$ cat src/rtl/mem_access_unit.sv
// mem_access_unit: memory-stage load/store unit.
// Takes the ALU result as the effective address and rs2 as store data.
// Issues word-aligned requests with byte enables over a req/gnt/rvalid
// handshake, and returns sign- or zero-extended load data.
// Holds the upstream pipeline while an access is outstanding.
module mem_access_unit #(
    parameter int DWIDTH = 32,
    parameter int AWIDTH = 32
) (
    input  logic              clk,
    input  logic              reset,
    input  logic              valid_i,
    input  logic [6:0]        opcode_i,
    input  logic [2:0]        funct3_i,
    input  logic [AWIDTH-1:0] addr_i,
    input  logic [DWIDTH-1:0] store_data_i,
    output logic              stall_o,
    output logic              done_o,
    output logic              err_o,
    output logic [DWIDTH-1:0] load_data_o,
    output logic              mem_req_o,
    output logic              mem_we_o,
    output logic [AWIDTH-1:0] mem_addr_o,
    output logic [3:0]        mem_be_o,
    output logic [DWIDTH-1:0] mem_wdata_o,
    input  logic              mem_gnt_i,
    input  logic              mem_rvalid_i,
    input  logic [DWIDTH-1:0] mem_rdata_i
);

    localparam logic [6:0] OP_LOAD  = 7'b0000011;
    localparam logic [6:0] OP_STORE = 7'b0100011;
    localparam int         NLANES   = 4;

    typedef enum logic [1:0] {IDLE, REQ, WAIT, DONE} state_t;

    state_t            state_reg;
    logic              is_store_reg;
    logic [2:0]        funct3_reg;
    logic [1:0]        offset_reg;
    logic              done_reg;
    logic              err_reg;
    logic [DWIDTH-1:0] load_data_reg;
    logic              mem_req_reg;
    logic              mem_we_reg;
    logic [AWIDTH-1:0] mem_addr_reg;
    logic [3:0]        mem_be_reg;
    logic [DWIDTH-1:0] mem_wdata_reg;

    logic              is_load;
    logic              is_store;
    logic              mem_op;
    logic              illegal;
    logic              misaligned;
    logic [3:0]        be_next;
    logic [DWIDTH-1:0] wdata_next;
    logic [DWIDTH-1:0] rdata_shifted;
    logic [DWIDTH-1:0] load_data_next;

    assign is_load  = (opcode_i == OP_LOAD);
    assign is_store = (opcode_i == OP_STORE);
    assign mem_op   = valid_i && (is_load || is_store);

    // Sizes 011/110/111 do not exist; unsigned variants only exist for loads.
    assign illegal = (funct3_i == 3'b011) || (funct3_i == 3'b110) ||
                     (funct3_i == 3'b111) || (is_store && funct3_i[2]);

    // Halfwords need even addresses, words need 4-byte alignment.
    assign misaligned = ((funct3_i[1:0] == 2'b01) && addr_i[0]) ||
                        ((funct3_i[1:0] == 2'b10) && (addr_i[1:0] != 2'b00));

    // Byte enables for the addressed lanes of the word.
    always_comb begin
        be_next = 4'b1111;
        case (funct3_i[1:0])
            2'b00:   be_next = 4'b0001 << addr_i[1:0];
            2'b01:   be_next = 4'b0011 << addr_i[1:0];
            default: be_next = 4'b1111;
        endcase
    end

    // Store data replicated across byte lanes so any enabled lane sees it.
    generate
        for (genvar gi = 0; gi < NLANES; gi++) begin : g_wlane
            always_comb begin
                wdata_next[8*gi +: 8] = store_data_i[8*gi +: 8];
                case (funct3_i[1:0])
                    2'b00:   wdata_next[8*gi +: 8] = store_data_i[7:0];
                    2'b01:   wdata_next[8*gi +: 8] = store_data_i[8*(gi%2) +: 8];
                    default: wdata_next[8*gi +: 8] = store_data_i[8*gi +: 8];
                endcase
            end
        end
    endgenerate

    assign rdata_shifted = mem_rdata_i >> {offset_reg, 3'b000};

    // Extract the addressed byte/halfword from the returned word and extend it.
    always_comb begin
        load_data_next = mem_rdata_i;
        case (funct3_reg)
            3'b000:  load_data_next = {{(DWIDTH-8){rdata_shifted[7]}}, rdata_shifted[7:0]};
            3'b100:  load_data_next = {{(DWIDTH-8){1'b0}}, rdata_shifted[7:0]};
            3'b001:  load_data_next = {{(DWIDTH-16){rdata_shifted[15]}}, rdata_shifted[15:0]};
            3'b101:  load_data_next = {{(DWIDTH-16){1'b0}}, rdata_shifted[15:0]};
            default: load_data_next = mem_rdata_i;
        endcase
    end

    // Access sequencer: accept, request until granted, wait for data, report.
    always_ff @(posedge clk) begin
        if (reset) begin
            state_reg     <= IDLE;
            is_store_reg  <= 1'b0;
            funct3_reg    <= 3'b000;
            offset_reg    <= 2'b00;
            done_reg      <= 1'b0;
            err_reg       <= 1'b0;
            load_data_reg <= '0;
            mem_req_reg   <= 1'b0;
            mem_we_reg    <= 1'b0;
            mem_addr_reg  <= '0;
            mem_be_reg    <= 4'b0000;
            mem_wdata_reg <= '0;
        end else begin
            done_reg <= 1'b0;
            err_reg  <= 1'b0;
            case (state_reg)
                IDLE: begin
                    if (mem_op) begin
                        is_store_reg <= is_store;
                        funct3_reg   <= funct3_i;
                        offset_reg   <= addr_i[1:0];
                        if (illegal || misaligned) begin
                            state_reg <= DONE;
                            done_reg  <= 1'b1;
                            err_reg   <= 1'b1;
                        end else begin
                            state_reg     <= REQ;
                            mem_req_reg   <= 1'b1;
                            mem_we_reg    <= is_store;
                            mem_addr_reg  <= {addr_i[AWIDTH-1:2], 2'b00};
                            mem_be_reg    <= be_next;
                            mem_wdata_reg <= wdata_next;
                        end
                    end
                end
                REQ: begin
                    if (mem_gnt_i) begin
                        mem_req_reg <= 1'b0;
                        if (is_store_reg) begin
                            state_reg <= DONE;
                            done_reg  <= 1'b1;
                        end else begin
                            state_reg <= WAIT;
                        end
                    end
                end
                WAIT: begin
                    if (mem_rvalid_i) begin
                        load_data_reg <= load_data_next;
                        state_reg     <= DONE;
                        done_reg      <= 1'b1;
                    end
                end
                DONE: begin
                    state_reg <= IDLE;
                end
                default: begin
                    state_reg <= IDLE;
                end
            endcase
        end
    end

    assign stall_o     = ((state_reg == IDLE) && mem_op) ||
                         (state_reg == REQ) || (state_reg == WAIT);
    assign done_o      = done_reg;
    assign err_o       = err_reg;
    assign load_data_o = load_data_reg;
    assign mem_req_o   = mem_req_reg;
    assign mem_we_o    = mem_we_reg;
    assign mem_addr_o  = mem_addr_reg;
    assign mem_be_o    = mem_be_reg;
    assign mem_wdata_o = mem_wdata_reg;

endmodule

$ cat config.mk
export PLATFORM = sky130hd
export DESIGN_NAME = mem_access_unit
export DESIGN_NICKNAME = d
export VERILOG_FILES = /design/src/rtl/mem_access_unit.sv
export SDC_FILE = /design/constraint.sdc
export NUM_CORES = 1
export LEC_CHECK = 0
export CORE_ASPECT_RATIO = 0.5
export CORE_MARGIN = 1.5
export CORE_UTILIZATION = 35
export DETAILED_ROUTE_END_ITERATION = 12
export PLACE_DENSITY = 0.64
export SLEW_MARGIN = 25
export SYNTH_ARGS = -nofsm -noshare
export SYNTH_HDL_FRONTEND = slang
export SYNTH_SLANG_ARGS = --single-unit
$ cat constraint.sdc
create_clock -name clk -period 5.15 [get_ports clk]
set_input_delay 1.03 -clock clk [delete_from_list [all_inputs] [get_ports clk]]
set_output_delay 1.03 -clock clk [all_outputs]
set_load 0.005 [all_outputs]
After elaboration in Yosys (flattened, before gate mapping)
Cells that the tools add are included.
Widths: inputs -> output; s select.

word-level totals
  register bits = 110
  latch bits = 0
  memory bits (writable) = 0
  bits in read-only memories = 0
  input bits = 111
  output and inout port bits = 105
  logic and storage cells = 80
  memories = 0

cells by class
  add/subtract/negate cells = 0
  $mul = 0
  divide/modulo/power cells = 0
  $lt $le $gt $ge = 0
  eq/ne operators = 17
  shift operators = 3
  muxes and demuxes = 21
  bitwise gates (word level) = 2
  reductions and logical operators = 25

operators with widths
  kind                 number
  $pmux 32 s4          1
  $shr 32x5->16        1
  $mux 8               2
  $pmux 8 s2           1
  $eq 3x3->1 const B   4
  $mux 1               9
  $logic_or 1x1->1     8
  $mux 2               4
  $ne 2x2->1 const B   4
  $pmux 2 s4           1
  $pmux 4 s2           1
  $eq 7x2->1 const B   1
  $eq 7x6->1 const B   1
  $eq 2x2->1 const B   3
  $reduce_and 3->1     2
  $logic_and 1x1->1    5
  $eq 2x1->1 const B   2
  $logic_not 2->1      2
  $reduce_and 2->1     2
  $reduce_and 4->1     1
  $reduce_bool 2->1    2
  $reduce_or 2->1      2
  $shl 1x2->4 const A  1
  $shl 2x2->4 const A  1
  6 further kinds      7

Logic depth before layout (Yosys ltp)
  depth in word-level cells = 8
  depth in mapped cells = 8
  mapped depth without buffers = 6

Worst setup path before layout
Ideal clock, no wire load.

  path kind = input -> output
  start point = input opcode_i[2]
  end point = output stall_o
  data arrival time = 1.894 ns
  required time = 4.120 ns
  slack = 2.226 ns
  stages on the path = 4
  buffers on the path = 1
  cell sequence = and4bb_2 -> and3_1 -> buf_4 -> or3_1

between the ends
  word-level cells in the longest chain between the ends = 6
  elaborated cells between the ends (all ways) = 7
  those cells by class = eq/ne (2); reduce/logical (5)

ends and longest elaborated chain
  item                                      RTL line  RTL
  from (decl)                               13        input logic [6:0] opcode_i,
  $eq 7x2->1 or $eq 7x6->1 (tied branches)  60, 61
  $logic_or 1x1->1 (*)                      62        assign mem_op = valid_i && (is_load || is_store);
  $logic_and 1x1->1 (*)                     62
  $logic_and 1x1->1 (*)                     176       assign stall_o = ((state_reg == IDLE) && mem_op) ||
  $logic_or 1x1->1 (*)                      176
  $logic_or 1x1->1 (*)                      177       (state_reg == REQ) || (state_reg == WAIT);
  to (decl)                                 17        output logic stall_o,

Mark *: on every way between the ends. The rest lies on a longest branch, timed or not.

Worst setup path in the final report
Same ends and word-level chain as after synthesis.

==> results.toml <==
[floorplanning]
initial_core_util_pct = 36.5
ioPinCount = 216
design.core.area_um2 = 14700
die_h_um = 90.5
floorplan.die_area_um2 = 16100
die_x_um = 178
std_cell_rows = 31

[power_and_ir_drop]
total_power_mw = 2.36
powerDensity_nw_per_um2 = 301
power_leakage_nw = 2.56
vdd_ir_drop_max_mv = 0.209

[placement]
numPortBuffers = 213
dpl.hpwl_um = 12100
last_weighted_congestion_value_of_the_routability_driven_placer = 0.833

[synthesis]
share_of_flip_flops_with_an_asynchronous_set_or_reset_after_synthesis_pct = 0
synth.ff_latch_count = 110
sequential_share_of_the_synthesized_area_pct = 41.1
synth-edff-count = 0
syn_avg_cell_area_um2 = 8.11
synthesis.area_um2 = 5360
netlist_instances = 661
ys_types = 51
synth_ff_type = "sky130_fd_sc_hd__dfxtp_1"
synthesis.yosys.warnings = 0

[grt]
grt-ovfl-total = 0
antenna_found_initial = 0
first_global_vias = 5300
global_route.usage.total_pct = 22.5
grt_max_degree = 75
wire_length_of_the_first_global_routing_pass_um = 29100

[sta]
period_needed_ns = 3.74
worst_hold_slack_ns = 0.454
report.final.slew_viol_count = 0
timing.setup.tns_ns = 0
report.final.hold_viol_count = 0
max_slew_margin_pct = 45.3
maxClockFrequency_mhz = 268
max_slew.worst_pin.slew_ns = 0.820
setup_viol = 0
worst_clock_skew_ns = 0.0127
final.period_utilization_pct = 72.6
grt_setup_unrepaired = "no"

[worst_setup_path]
worst-endpoint-arrival_ns = 2.71
worst_setup_path_type = "in2out"
endpoint_kind = "primary output"
worst-path-max-fanout = 2
critical_path_required_ns = 4.12
worst_reg_to_reg_cells = 6
worstSetupStartpointType = "input pin"

[detailed_routing]
detailedRoute.firstPassIterationCount = 5
drt_iter0_markers = 412
drt_wl_total_um = 18300
route.detailed.wl_per_inst_um = 17.7
drc_errors = 0
via_count = 5611
drt.antenna.violating_nets = 0
avgViaCountPerCell = 5.44

[clocking]
postCtsResizedCells = 0
clk_pin_slew_ns = 0.08
cts-root-to-sink-buffers = 2
cts.sink_count = 110
cts-htree-levels = 3
cts_root_buf = "sky130_fd_sc_hd__clkbuf_16"
cts_made_buffers = 9
post-cts-setup-buffer-count = 0
cts-hold-fix-buffers = 0
clk-insertion-delay-late_ns = 0.35
tritoncts_clock_tree = "built"

[outcome]
run_status = "finished clean"

[final_layout]
nNetsFinal = 945
syn_to_final_growth_pct = 46.3
drive_gt1_share_pct = 4.92
antennaDiodeCount = 0
layout_common_cells = "212 x sky130_fd_sc_hd__clkdlybuf4s50_1, 110 x sky130_fd_sc_hd__dfxtp_1, 100 x sky130_fd_sc_hd__a21oi_1, 97 x sky130_fd_sc_hd__o21ai_0, 54 x sky130_fd_sc_hd__nand2_1"
mostFrequentLayoutCell = "sky130_fd_sc_hd__clkdlybuf4s50_1"

[worst_hold_path]
timing.hold.worst.class = "reg2reg"
worst_hold_path.num_cells = 2

[job]
maxCapViolations = 0
-- critical path, stage by stage --
cell and delay, ns:
sky130_fd_sc_hd__clkdlybuf4s50_1 0.47, sky130_fd_sc_hd__and4bb_2 0.26, sky130_fd_sc_hd__and3_2 0.20, sky130_fd_sc_hd__or3_1 0.30
sky130_fd_sc_hd__clkdlybuf4s50_1 0.44
-- per-layer routing --
metal  part of all wire [%]  vias to the layer above  track usage (%)
li1                       -                     2730                -
met1                     45                     2663             30.1
met2                     46                      196             36.4
met3                    7.2                       22             4.59
met4                    1.7                        0             6.30
met5                      0                        -                0
-- cell usage after synthesis, types with 2 or more instances --
cell	instances	area [um2]
sky130_fd_sc_hd__dfxtp_1	110	2200
sky130_fd_sc_hd__a21oi_1	100	500
sky130_fd_sc_hd__o21ai_0	97	485
sky130_fd_sc_hd__nand2_1	54	203
sky130_fd_sc_hd__nand3_1	49	245
sky130_fd_sc_hd__clkbuf_1	38	143
sky130_fd_sc_hd__nor2_1	34	128
sky130_fd_sc_hd__mux2i_1	25	250
sky130_fd_sc_hd__a211oi_1	18	135
sky130_fd_sc_hd__and2_1	17	106
sky130_fd_sc_hd__buf_2	15	75.1
sky130_fd_sc_hd__a311oi_1	9	78.8
sky130_fd_sc_hd__a22oi_1	8	60.1
sky130_fd_sc_hd__o221ai_1	8	70.1
sky130_fd_sc_hd__o2bb2ai_1	8	70.1
sky130_fd_sc_hd__a2bb2oi_1	7	61.3
sky130_fd_sc_hd__inv_1	7	26.3
sky130_fd_sc_hd__buf_1	5	18.8
sky130_fd_sc_hd__buf_4	5	37.5
sky130_fd_sc_hd__ha_1	5	62.6
sky130_fd_sc_hd__buf_6	4	45.0
sky130_fd_sc_hd__nor3_1	3	15.0
sky130_fd_sc_hd__a21oi_4	2	32.5
sky130_fd_sc_hd__nand3b_1	2	15.0
sky130_fd_sc_hd__nand4bb_1	2	22.5
sky130_fd_sc_hd__nor2b_1	2	12.5
sky130_fd_sc_hd__nor3b_1	2	15.0
sky130_fd_sc_hd__nor4_1	2	12.5
-- power by group --
group / switching, mW / internal (mW)
registers: 0.0489 / 0.941
clock network: 0.341 / 0.450
logic: 0.257 / 0.318
total: 0.647 / 1.71
-- final cells by class --
type	count	area (um2)
Clock buffer	10	239
Fill cell	1384	6860
Inverter	7	26.3
Clock inverter	6	100
Tap cell	198	248
Multi-Input combinational cell	478	2820
Timing Repair Buffer	223	2200
Sequential cell	110	2200
-- logic make-up (layout without fill, tap and decap cells) --
kind of cell / count (synthesis) / in the layout / synth area share [%]
multiplexers: 26 / 26 / 5.09
flip-flops: 110 / 110 / 41.1
AO/OA/AOI/OAI: 269 / 269 / 30.0
AND/OR/NAND/NOR: 176 / 176 / 16.1
other: 1 / 2 / 0.0700
adder cells (fa/ha/maj): 5 / 5 / 1.17
buffers and inverters: 74 / 246 / 6.44
-- path summary, 6_finish.rpt --
check	slack (ns)	start	end
max	1.41	opcode_i[2]	stall_o
min	0.45	load_data_o[2]	load_data_o[2]
max reg2reg	2.51	state_reg[0]	load_data_o[8]
min reg2reg	0.45	load_data_o[2]	load_data_o[2]
-- per-stage QoR --
step	util, %	setup slack, ns	cells	instance area (um2)
after global routing	53.3	1.36	1032	7840
after CTS	53.3	1.40	1032	7840
after detailed placement	51.0	1.40	1016	7500
final	53.3	1.41	1032	7840
after floorplan	-	2.23	662	5360
after global placement	51.0	1.42	1016	7500
Power figures use the tool's default switching activity.
